## config.mk

```make
export PLATFORM = sky130hd
export DESIGN_NAME = dsp_job_scheduler
export DESIGN_NICKNAME = d
export VERILOG_FILES = /design/src/rtl/dsp_job_scheduler_pkg.sv /design/src/rtl/dsp_rr_arbiter.sv /design/src/rtl/dsp_job_scheduler.sv
export SDC_FILE = /design/constraint.sdc
export NUM_CORES = 1
export LEC_CHECK = 0
export ABC_AREA = 0
export BUFFER_PORTS_ARGS = -buffer_cell sky130_fd_sc_hd__buf_4
export CAP_MARGIN = 10
export CELL_PAD_IN_SITES_DETAIL_PLACEMENT = 1
export CELL_PAD_IN_SITES_GLOBAL_PLACEMENT = 1
export CORE_UTILIZATION = 40
export CTS_BUF_LIST = sky130_fd_sc_hd__clkbuf_2
export CTS_CLUSTER_DIAMETER = 40
export DETAILED_ROUTE_END_ITERATION = 10
export PLACE_DENSITY = 0.83
export SYNTH_ARGS = -nofsm -noshare
export SYNTH_HDL_FRONTEND = slang
export SYNTH_HIERARCHICAL = 1
export SYNTH_SLANG_ARGS = --single-unit
```

## constraint.sdc

```tcl
create_clock -name wb_clk -period 1.85 [get_ports wb_clk]
set_input_delay 0.37 -clock wb_clk [delete_from_list [all_inputs] [get_ports wb_clk]]
set_output_delay 0.37 -clock wb_clk [all_outputs]
set_load 0.02 [all_outputs]
```

## src/rtl/dsp_job_scheduler_pkg.sv

```systemverilog
// Shared constants for the DSP job scheduler: FSM encodings,
// default timeout and the status field seen through the DSP slave.
package dsp_job_scheduler_pkg;

  localparam int unsigned DSP_SCHED_TIMEOUT = 1024;

  localparam logic [2:0] DSP_SCHED_IDLE    = 3'd0;
  localparam logic [2:0] DSP_SCHED_LAUNCH  = 3'd1;
  localparam logic [2:0] DSP_SCHED_WAIT    = 3'd2;
  localparam logic [2:0] DSP_SCHED_DONE    = 3'd3;
  localparam logic [2:0] DSP_SCHED_RELEASE = 3'd4;

  // Scheduler field of the DSP slave status word.
  typedef struct packed {
    logic [22:0] rsvd;
    logic        busy;
    logic [7:0]  timeout_cnt;
  } dsp_sched_status_t;

  function automatic dsp_sched_status_t dsp_sched_status(
    input logic       busy,
    input logic [7:0] timeout_cnt
  );
    dsp_sched_status_t s;
    s.rsvd        = '0;
    s.busy        = busy;
    s.timeout_cnt = timeout_cnt;
    return s;
  endfunction

endpackage

```

## src/rtl/dsp_rr_arbiter.sv

```systemverilog
// 2-way round-robin arbiter, purely combinational.
// Ports: req (request vector), last (index served last), grant (one-hot).
module dsp_rr_arbiter (
  input  logic [1:0] req,
  input  logic       last,
  output logic [1:0] grant
);

  // The requester not served last gets first pick.
  always_comb begin
    grant = 2'b00;
    if (last) begin
      if (req[0])      grant = 2'b01;
      else if (req[1]) grant = 2'b10;
    end else begin
      if (req[1])      grant = 2'b10;
      else if (req[0]) grant = 2'b01;
    end
  end

endmodule

```

## src/rtl/dsp_job_scheduler.sv

```systemverilog
// Sequences jobs from two requesters onto the single DSP equation engine.
// Ports: wb_clk/wb_rst_n (sync active-low), req_i/reqN_eq_i/abort_i in,
// dsp_done_i from engine; dsp_start_o/dsp_eq_o to engine; grant_o,
// ack_o, err_o to requesters; busy_o, timeout_cnt_o for status.
module dsp_job_scheduler
  import dsp_job_scheduler_pkg::*;
#(
  parameter int unsigned TIMEOUT = DSP_SCHED_TIMEOUT,
  parameter int unsigned EQW     = 4
) (
  input  logic           wb_clk,
  input  logic           wb_rst_n,
  input  logic [1:0]     req_i,
  input  logic [EQW-1:0] req0_eq_i,
  input  logic [EQW-1:0] req1_eq_i,
  input  logic           abort_i,
  input  logic           dsp_done_i,
  output logic           dsp_start_o,
  output logic [EQW-1:0] dsp_eq_o,
  output logic [1:0]     grant_o,
  output logic [1:0]     ack_o,
  output logic [1:0]     err_o,
  output logic           busy_o,
  output logic [7:0]     timeout_cnt_o
);

  localparam logic [15:0] TMO = 16'(TIMEOUT);

  logic [2:0]  state;
  logic [15:0] timer;
  logic        last;
  logic        done_q;
  logic        done_edge;
  logic [1:0]  win;

  assign done_edge = dsp_done_i & ~done_q;

  dsp_rr_arbiter u_arb (
    .req   (req_i),
    .last  (last),
    .grant (win)
  );

  always_ff @(posedge wb_clk) begin
    if (!wb_rst_n) begin
      state         <= DSP_SCHED_IDLE;
      timer         <= '0;
      last          <= 1'b1;
      done_q        <= 1'b0;
      dsp_start_o   <= 1'b0;
      dsp_eq_o      <= '0;
      grant_o       <= 2'b00;
      ack_o         <= 2'b00;
      err_o         <= 2'b00;
      busy_o        <= 1'b0;
      timeout_cnt_o <= 8'd0;
    end else begin
      done_q      <= dsp_done_i;
      dsp_start_o <= 1'b0;
      ack_o       <= 2'b00;
      err_o       <= 2'b00;
      case (state)
        DSP_SCHED_IDLE: begin
          if (|win) begin
            grant_o     <= win;
            dsp_eq_o    <= win[1] ? req1_eq_i : req0_eq_i;
            busy_o      <= 1'b1;
            dsp_start_o <= 1'b1;
            state       <= DSP_SCHED_LAUNCH;
          end
        end
        DSP_SCHED_LAUNCH: begin
          // A done edge here belongs to a previous job; ignore it.
          timer <= TMO;
          if (abort_i) begin
            err_o <= grant_o;
            state <= DSP_SCHED_DONE;
          end else begin
            state <= DSP_SCHED_WAIT;
          end
        end
        DSP_SCHED_WAIT: begin
          if (done_edge) begin
            ack_o <= grant_o;
            state <= DSP_SCHED_DONE;
          end else if (abort_i) begin
            err_o <= grant_o;
            state <= DSP_SCHED_DONE;
          end else if (timer == 16'd0) begin
            err_o <= grant_o;
            state <= DSP_SCHED_DONE;
            if (timeout_cnt_o != 8'hFF)
              timeout_cnt_o <= timeout_cnt_o + 8'd1;
          end else begin
            timer <= timer - 16'd1;
          end
        end
        DSP_SCHED_DONE: begin
          // Outputs are registered, so clear here to be low in RELEASE.
          last     <= grant_o[1];
          grant_o  <= 2'b00;
          dsp_eq_o <= '0;
          busy_o   <= 1'b0;
          state    <= DSP_SCHED_RELEASE;
        end
        DSP_SCHED_RELEASE: begin
          state <= DSP_SCHED_IDLE;
        end
        default: begin
          state <= DSP_SCHED_IDLE;
        end
      endcase
    end
  end

endmodule

```

Yosys cells after proc, flatten, opt, wreduce, memory -nomap -nowiden
Cells that the tools add are included.
{"block": "totals", "mem_bits_ro": 0, "mem_count": 0, "reg_bits": 41, "inputBits": 14, "mem_bits_rw": 0, "latch_bits": 0, "output_inout_bits": 20}
{"block": "classes", "div": 0, "bitwise": 4, "n_addsub": 2, "reduce_logical": 11, "n_mux": 28, "mul": 0, "eq_ne": 9, "shifts": 0, "order_cmp": 0}
{"operator": "2-to-1 mux 16 bit", "count": 3}
{"operator": "case mux 16 bit (2 select lines)", "count": 1}
{"operator": "2-to-1 mux 2 bit", "count": 9}
{"operator": "zero test 16 bit", "count": 1}
{"operator": "subtractor 16 x 1 -> 16 bit (second input constant)", "count": 1}
{"operator": "2-to-1 mux 3 bit", "count": 4}
{"operator": "case mux 3 bit (4 select lines)", "count": 1}
{"operator": "adder 8 x 1 -> 8 bit (second input constant)", "count": 1}
{"operator": "2-to-1 mux 4 bit", "count": 2}
{"operator": "inequality test 2 bit (second input constant)", "count": 4}
{"operator": "inequality test 8 bit (second input constant)", "count": 1}
{"operator": "case mux 2 bit (2 select lines)", "count": 2}
{"operator": "case mux 4 bit (2 select lines)", "count": 1}
{"operator": "equality test 3 x 2 -> 1 bit (second input constant)", "count": 2}
{"operator": "AND reduction 2 bit", "count": 3}
{"operator": "AND reduction 5 bit", "count": 1}
{"operator": "2-to-1 mux 1 bit", "count": 4}
{"operator": "inequality test 4 bit (second input constant)", "count": 1}
{"operator": "AND reduction 4 bit", "count": 1}
{"operator": "nonzero test 2 bit", "count": 2}
{"operator": "equality test 3 x 1 -> 1 bit (second input constant)", "count": 1}
{"operator": "zero test 3 bit", "count": 1}
{"operator": "inverter 1 bit", "count": 3}
{"operator": "AND reduction 3 bit", "count": 1}
{"operator": "3 further kinds", "count": 3}

Depth between registers and ports, before layout
Gate-level depths: netlist of the first run.
{"block": "depth", "depth_word": 6, "mapped_depth": 8, "ltp_nobuf": 7}

Modules after synthesis
The synthesis of the first run kept the hierarchy.
{"mod": "dsp_job_scheduler", "area_each_um2": 2082.0, "cells_per_inst": 230, "instances": 1}
{"mod": "dsp_rr_arbiter", "area_each_um2": 18.8, "cells_per_inst": 3, "instances": 1}

Least setup slack after synthesis of the first run
Ideal clock, no wire load.
{"block": "synth_timing", "path_kind": "reg-to-reg", "from": "register state[1]", "to": "register timer[6]", "period_less_slack_ps": 2037, "t_required_ps": 1729, "stages_incl_launch_ff": 7, "t_arrival_ps": 1917, "path_buffers": 1, "setup_slack_ps": -187, "cell_sequence": "dfxtp_1 > buf_4 > inv_1 > o41ai_4 > a21boi_4 > nor3b_2 > mux2_2"}
{"block": "synth_via", "elab_chain_cells": 3, "word_cells_on_any_way": 8, "classes_between": "eq/ne (5); mux (1); reduce/logical (2)"}
{"item": "start, declared", "line": "dsp_job_scheduler.sv:29", "text": "logic [2:0] state;"}
{"item": "start signal, assigned", "line": "dsp_job_scheduler.sv:46", "text": "state <= DSP_SCHED_IDLE;"}
{"item": "start signal, assigned", "line": "dsp_job_scheduler.sv:69", "text": "state <= DSP_SCHED_LAUNCH;"}
{"item": "start signal, assigned", "line": "dsp_job_scheduler.sv:77", "text": "state <= DSP_SCHED_DONE;"}
{"item": "equality test 3 x 2 -> 1 bit / equality test 3 x 1 -> 1 bit (equally long branches)", "line": "dsp_job_scheduler.sv:62", "text": "case (state)"}
{"item": "inequality test 2 bit (no line) / nonzero test 2 bit (equally long branches)"}
{"item": "AND reduction 4 bit (no line)"}
{"item": "end signal, assigned", "line": "dsp_job_scheduler.sv:95", "text": "timer <= timer - 16'd1;"}
{"item": "end, declared", "line": "dsp_job_scheduler.sv:30", "text": "logic [15:0] timer;"}
Parallel ways exist; a longest one is shown, timed or not.
A chain may end at the register's enable or synchronous reset.

Final worst setup path of the first run
{"block": "layout_timing", "from": "register timer[0]", "to": "register timeout_cnt_o[7]"}
{"block": "layout_via", "elab_chain_cells": 2}
{"item": "zero test 16 bit", "line": "dsp_job_scheduler.sv:89", "text": "end else if (timer == 16'd0) begin"}
{"item": "AND reduction 5 bit (no line)"}
{"item": "end signal, assigned", "line": "dsp_job_scheduler.sv:93", "text": "timeout_cnt_o <= timeout_cnt_o + 8'd1;"}
{"item": "end, declared", "line": "dsp_job_scheduler.sv:24", "text": "output logic [7:0] timeout_cnt_o"}
Every way passes these cells.

==> results.tsv, run 1 <==
stage	metric	value	unit
status	status	finished with violations	
status	failing checks	negative setup slack	
floorplanning	Die Area	0.00555	mm^2
detailed_routing	Final ANT Viol Nets	0	
critical_path	endpoint class of the critical path	register	
floorplanning	core footprint	0.00507	mm^2
pwr	Lkg Pwr	1.24	nW
floorplanning	io pins	34	
sta	Worst-Margin Slew	0.391	ns
detailed_routing	Vias	2085	
detailed_routing	WL final	6640	um
critical_path	peak fanout along the critical path	6	
floorplanning	starting density of the core	41.4	%
yosys	Post-synth top cells	41 x dfxtp_1, 20 x nor2_1, 19 x a21oi_1	
yosys	Synth top area share	39.1	%
yosys	syn avg cell area	9.02	um^2
yosys	number of synthesized flops with an enable pin	0	
critical_path	Critical Path AT	2.37	ns
cts	later-pin clock latency in the skew report	0.45	ns
cts	Max H-tree Level	2	
place	Buffers on Ports	33	
sta	Setup Viol. Count Final	15	
floorplanning	Std-Cell Rows	26	
pwr	total power	4.46	mW
pwr	Sw Pwr	1.90	mW
yosys	synthesized cell area	0.00210	mm^2
grt	GR Util met1	28.4	%
critical_path	Setup crit start kind	register	
floorplanning	die height	74.5	um
yosys	fraction of registers with async set/reset	0	%
grt	antenna violations before repair	0	
yosys	Synth cell types	53	
grt	vias in the first global route	2041	
grt	first-pass GRT wire length	9820	um
layout	Antenna diodes	0	
critical_path	CP cell instances	inv_2 > ha_4 > nor3b_4 > and4b_2 > nand4b_4 > or3_4 > a21oi_2	
critical_path	critical path data required time	2.25	ns
sta	Final Hold Viols	0	
detailed_routing	drt pass-1 iters	4	
grt	busiest layer in global routing	met2	
critical_path	Slowest cell on crit path	dfxtp_2	
yosys	post-synth top area cell	dfxtp_1	
cts	total CTS buffers	5	
detailed_routing	Detailed Route Iter0 Violations	56	
cts	CTS tree	done	
yosys	sequential share of the synthesized area	39.1	%
cts	Max Root-Sink Buffers	2	
detailed_routing	Wirelength per Cell	17.7	um
critical_path	CP max stage delay	0.38	ns
grt	largest net degree at the start of global routing	17	
pwr	sw frac	42.7	%
pwr	Peak supply drop	0.804	mV
yosys	largest cells by area after synthesis	dfxtp_1 39%, a21oi_1 4.5%, nor2_1 3.6%, nand3_1 3.3%, o21ai_0 3.1%	
critical_path	Buf/Inv on CP	1	
cts	clock sinks	41	
detailed_routing	final routed DRC violation total	0	
job	max cap viols	0	
critical_path	WS Path Type	register to register	
grt	Overflow after GRT	0	
pwr	Clock Power Share	9.4	%
grt	Total Routing Usage GR	23.6	%
pwr	Comb power frac	62.8	%
layout	share of cells above drive strength 1	42.0	%
worst_hold_path	HP Class	input pin to register	
sta	fin. max-slew vios	0	
place	DP HPWL	4280	um
pwr	Sequential Power Share	27.7	%
floorplanning	Die W	74.5	um
yosys	dominant synthesized flop cell	dfxtp_1	
layout	final core utilization	56.2	%
sta	minimum clock period	1.97	ns
critical_path	CP delay by family, top	simple AND/OR/NAND/NOR gates	
cts	Hold Buf Count CTS	0	
grt	Global Route met2 Usage	40.0	%
sta	f_max	508	MHz
place	GPL Wtd Cong	0.785	
sta	unrepaired setup endpoints after global routing	yes	
pwr	Power Internal	2.55	mW
yosys	Mapped Cells	233	
layout	Post-layout nets	321	
cts	CTS root buffer	clkbuf_2	
sta	Setup WS post-layout	-0.118	ns
yosys	syn_nets	250	
yosys	Yosys warning count	6	
layout	area grow syn2layout	35.7	%
yosys	Yosys reg bits	41	
sta	worst rel slew slack	73.6	%
detailed_routing	via-per-instance ratio	5.56	
yosys	top-count cell post-synth	dfxtp_1	
sta	period utilisation layout	106	%
sta	worst clock skew	0.0183	ns
sta	final setup TNS	-0.704	ns
pwr	power per cell area	1560	mW/mm^2
cts	clk slew on worst S/H paths	0.22	ns
sta	hold_ws	0.112	ns
grt	met3 GRT Util	5.01	%
## worst reg2reg max path: stages, from the launching register on
cell and delay (ns):
dfxtp_2 0.38, inv_2 0.08, ha_4 0.14, nor3b_4 0.28, and4b_2 0.38, nand4b_4 0.16, or3_4 0.36, a21oi_2 0.15
## layout by cell type (no fill, tap or decap), types with 2 or more instances in the layout
cell / count
a31o_2: 3
o21ai_0: 12
and2_1: 5
nor2_1: 20
clkbuf_2: 6
or4_4: 5
nand4b_4: 2
dfxtp_2: 8
nand4_1: 5
buf_4: 69
a21oi_2: 5
or3_1: 7
nor4_4: 2
nand2_1: 16
nor2b_1: 2
xor2_1: 6
nand3b_1: 2
nand3_1: 13
mux2i_1: 2
nand2b_1: 3
clkinv_2: 2
o31ai_1: 2
nor3_1: 6
dfxtp_1: 33
a21oi_1: 14
and3_1: 5
inv_2: 3
nor4_1: 2
a22o_1: 6
buf_6: 3
inv_1: 4
## sequential cells by signal, summed over array words and instances (netlist names)
register and cells:
state 3, ack_o 2, grant_o 2, err_o 2, timer 16, done_q 1
timeout_cnt_o 8, busy_o 1, last 1, dsp_start_o 1, dsp_eq_o 4
## cell type report
| cell class | count | area (um^2) |
|---|---|---|
| Fill cell | 620 | 2220 |
| Multi-Input combinational cell | 176 | 1290 |
| Sequential cell | 41 | 831 |
| Timing Repair Buffer | 73 | 572 |
| Tap cell | 70 | 87.6 |
| Clock buffer | 6 | 30.0 |
| Inverter | 7 | 26.3 |
| Clock inverter | 2 | 10.0 |
## stage by stage
| step | setup slack, ns | instance area [um^2] | cells |
|---|---|---|---|
| after floorplan | -0.181 | 2110 | 233 |
| after global placement | -0.118 | 2630 | 360 |
| after detailed placement | -0.186 | 2630 | 360 |
| after CTS | -0.105 | 2750 | 371 |
| after global routing | -0.168 | 2850 | 375 |
| final | -0.118 | 2850 | 375 |
## path summary, 6_finish.rpt
path | startpoint | endpoint | slack [ns] | cells after the start
setup / recovery | timer[0]$_SDFFE_PN0P_ | timeout_cnt_o[7]$_SDFFE_PN0P_ | -0.12 | 7
setup reg to reg | timer[0]$_SDFFE_PN0P_ | timeout_cnt_o[7]$_SDFFE_PN0P_ | -0.12 | 7
hold reg to reg | dsp_eq_o[0]$_SDFFE_PN0P_ | dsp_eq_o[0]$_SDFFE_PN0P_ | 0.52 | 1
hold / removal | dsp_done_i | done_q$_SDFF_PN0_ | 0.11 | 2
## power by group through the flow
stage / sequential (mW) / combinational (mW) / clock [mW]
floorplan: 1.22 / 1.38 / 0
global placement: 1.21 / 2.07 / 0
detailed placement: 1.22 / 2.14 / 0
CTS: 1.21 / 2.36 / 0.425
global route: 1.26 / 2.94 / 0.468
finish: 1.24 / 2.80 / 0.420
## routing by layer
metal	share of wire (%)	wire [um]	up-vias
li1	-	-	993
met1	42	2810	1024
met2	52	3420	54
met3	4.0	263	14
met4	2.2	144	0
met5	0	0	-
## kinds of logic (layout without fill, tap and decap cells)
kind of cell,Yosys count,in the layout,share of synthesized area (%)
AOI/OAI and AO/OA,55,55,19.3
adders and majority gates,3,3,1.79
buffers and inverters,17,88,4.35
DFF,41,41,39.1
and+or+nand+nor,106,107,30.6
muxes,4,4,2.02
xor gates and xnor gates,7,7,2.92
## timing repair
action,in CTS,in global routing
endpoints found under the setup margin,14,24
pin swaps,11,12
buffers inserted,2,4
resized for setup,15,17
gates cloned,1,0
No activity file was read; power rests on OpenSTA's default activity.
==> inputs of run 2 (changes only) <==
CELL_PAD_IN_SITES_DETAIL_PLACEMENT = default   (was 1)
CELL_PAD_IN_SITES_GLOBAL_PLACEMENT = default   (was 1)
CORE_UTILIZATION = 50   (was 40)
PLACE_DENSITY = 0.8   (was 0.83)
==> results.tsv, run 2 (synthesized netlist as in run 1, its figures left out) <==
stage	metric	value	unit	change
layout	share of cells above drive strength 1	36.6	%	was 42.0%
critical_path	Critical Path AT	2.29	ns	was 2.37 ns
sta	fin. max-slew vios	0		unchanged
worst_hold_path	hold wc startpoint	dsp_done_i		unchanged
place	DP HPWL	3370	um	was 4280 um
sta	minimum clock period	1.92	ns	was 1.97 ns
critical_path	Worst R2R Setup Slack	-0.07	ns	was -0.12 ns
sta	final setup TNS	-0.162	ns	was -0.704 ns
sta	Worst-Margin Slew	0.339	ns	was 0.391 ns
pwr	Sequential Power Share	31.8	%	was 27.7%
sta	unrepaired setup endpoints after global routing	yes		unchanged
layout	Antenna diodes	0		unchanged
worst_hold_path	hold depth	2		unchanged
status	failing checks	negative setup slack		unchanged
floorplanning	core footprint	0.00403	mm^2	was 0.00507 mm^2
pwr	Peak supply drop	0.992	mV	was 0.804 mV
cts	total CTS buffers	5		unchanged
grt	largest net degree at the start of global routing	17		unchanged
detailed_routing	via-per-instance ratio	5.64		was 5.56
critical_path	WS Path Type	register to register		unchanged
critical_path	Setup crit start kind	register		unchanged
critical_path	Worst R2R End	timer[12]$_SDFFE_PN0P_		was timeout_cnt_o[7]$_SDFFE_PN0P_
cts	CTS root buffer	clkbuf_2		unchanged
grt	first-pass GRT wire length	7390	um	was 9820 um
sta	Setup Viol. Count Final	5		was 15
critical_path	endpoint class of the critical path	register		unchanged
critical_path	critical path data required time	2.22	ns	was 2.25 ns
cts	clock sinks	41		unchanged
status	status	finished with violations		unchanged
floorplanning	Die W	66.8	um	was 74.5 um
detailed_routing	Detailed Route Iter0 Violations	108		was 56
detailed_routing	WL final	4660	um	was 6640 um
detailed_routing	Wirelength per Cell	13.4	um	was 17.7 um
detailed_routing	final routed DRC violation total	0		unchanged
floorplanning	starting density of the core	52.1	%	was 41.4%
critical_path	worst reg2reg startpoint	timer[2]$_SDFFE_PN0P_		was timer[0]$_SDFFE_PN0P_
sta	Final Hold Viols	0		unchanged
pwr	Power Internal	2.23	mW	was 2.55 mW
grt	Overflow after GRT	0		unchanged
sta	worst clock skew	0.0292	ns	was 0.0183 ns
critical_path	Crit. Startpoint	timer[2]$_SDFFE_PN0P_		was timer[0]$_SDFFE_PN0P_
layout	final core utilization	67.2	%	was 56.2%
cts	CTS tree	done		unchanged
grt	vias in the first global route	1714		was 2,041
floorplanning	die height	66.8	um	was 74.5 um
job	max cap viols	0		unchanged
pwr	Lkg Pwr	1.18	nW	was 1.24 nW
pwr	Comb power frac	58.0	%	was 62.8%
grt	Total Routing Usage GR	21.6	%	was 23.6%
layout	commonest non-fill, non-tap cells in the layout	66 x buf_4, 37 x dfxtp_1, 20 x nor2_1, 17 x a21oi_1, 16 x nand2_1		was 69 x buf_4, 33 x dfxtp_1, 20 x nor2_1, 16 x nand2_1, 14 x a21oi_1
place	Placed Cells	338		was 360
detailed_routing	Vias	1963		was 2,085
cts	Hold Buf Count CTS	0		unchanged
layout	Top Registers	timer (16), timeout_cnt_o (8), dsp_eq_o (4)		unchanged
sta	f_max	521	MHz	was 508 MHz
layout	Post-layout nets	314		was 321
pwr	Clock Power Share	10.2	%	was 9.4%
sta	period utilisation layout	104	%	was 106%
detailed_routing	drt pass-1 iters	5		was 4
grt	antenna violations before repair	0		unchanged
cts	clk slew on worst S/H paths	0.21	ns	was 0.22 ns
cts	later-pin clock latency in the skew report	0.41	ns	was 0.45 ns
critical_path	peak fanout along the critical path	7		was 6
worst_hold_path	HP Class	input pin to register		unchanged
pwr	sw frac	42.1	%	was 42.7%
detailed_routing	Final ANT Viol Nets	0		unchanged
pwr	power per cell area	1420	mW/mm^2	was 1560 mW/mm^2
sta	worst rel slew slack	77.2	%	was 73.6%
layout	most flop-heavy register	timer		unchanged
pwr	Sw Pwr	1.62	mW	was 1.90 mW
worst_hold_path	WHS Endpoint	done_q$_SDFF_PN0_		unchanged
critical_path	Reg2Reg Depth	5		was 7
place	Buffers on Ports	33		unchanged
cts	Max H-tree Level	2		unchanged
sta	Setup WS post-layout	-0.0701	ns	was -0.118 ns
place	GPL Wtd Cong	0.830		was 0.785
layout	fill cell count	346		was 620
cts	Max Root-Sink Buffers	2		unchanged
floorplanning	io pins	34		unchanged
layout	commonest non-fill, non-tap cell in the layout	buf_4		unchanged
layout	area grow syn2layout	28.8	%	was 35.7%
floorplanning	Die Area	0.00446	mm^2	was 0.00555 mm^2
layout	Layout Cells excl Fill	348		was 375
layout	max reg flops	16		unchanged
floorplanning	Std-Cell Rows	23		was 26
==> run 2: changes by cell type in the layout (fill, tap and decap cells not counted), moves of 2 or more <==
cell / before / now
or4_4: 5 / 3
dfxtp_2: 8 / 3
buf_4: 69 / 66
buf_6: 3 / 0
a21oi_2: 5 / 2
a21oi_1: 14 / 17
dfxtp_1: 33 / 37
or4_1: 0 / 2
==> run 2: worst max-delay path by stage <==
stage                                               end  slack (ns)  depth (start not counted)
after floorplan                   timer[6]$_SDFFE_PN0P_       -0.18                          6
after global placement    timeout_cnt_o[5]$_SDFFE_PN0P_        -0.1                          6
after detailed placement  timeout_cnt_o[6]$_SDFFE_PN0P_       -0.13                          6
after CTS                        timer[12]$_SDFFE_PN0P_       -0.04                          5
after global routing             timer[12]$_SDFFE_PN0P_       -0.11                          5
final                            timer[12]$_SDFFE_PN0P_       -0.07                          5
==> run 2: repair_timing <==
action / 4_1_cts / 5_1_grt
buffers inserted: 0 / 1
pin swaps: 1 / 7
gates resized for setup: 2 / 14
gates cloned: 1 / 0
endpoints found under the setup margin: 8 / 17
==> run 2: worst max-delay path, cell delays in order, from the launching register on <==
cell and delay, ns:
dfxtp_1 0.35, or4_4 0.60, nor2_8 0.20, o2111ai_4 0.15
or4_1 0.43, a21oi_1 0.14
==> run 2: stage by stage <==
| step | area (um^2) | power, mW | worst slack (ns) | hold slack [ns] |
|---|---|---|---|---|
| 3_5_place_dp | 2590 | 3.30 | -0.126 | 0.458 |
| 3_3_place_gp | 2590 | 3.26 | -0.0989 | 0.461 |
| 6_report | 2710 | 3.84 | -0.0701 | 0.160 |
| 2_1_floorplan | 2110 | 2.60 | -0.181 | 0.455 |
| 5_1_grt | 2710 | 4.09 | -0.106 | 0.149 |
| 4_1_cts | 2650 | 3.74 | -0.0414 | 0.153 |
==> run 2: final cells by class <==
class                           count  area [um^2]  share of cell area [%]
Tap cell                           50         62.6                    2.31
Clock buffer                        5         25.0                   0.925
Sequential cell                    41          828                    30.6
Timing Repair Buffer               66          495                    18.3
Inverter                            7         26.3                   0.971
Multi-Input combinational cell    176         1250                    46.2
Clock inverter                      3         17.5                   0.647
==> run 2: power groups by stage <==
stage	logic [mW]	registers, mW	clock network, mW
after CTS	2.15	1.20	0.400
after global placement	2.05	1.21	0
final	2.23	1.22	0.392
after floorplan	1.38	1.22	0
after global routing	2.42	1.25	0.429
after detailed placement	2.09	1.22	0
==> run 2: layer usage <==
metal  up-vias  global-route usage [%]  wire [um]
met5         -                       0          0
met4         0                    7.98         73
met3         7                    4.62        167
met2        34                    35.5       2270
met1       947                    27.4       2150
li1        975                       -          -
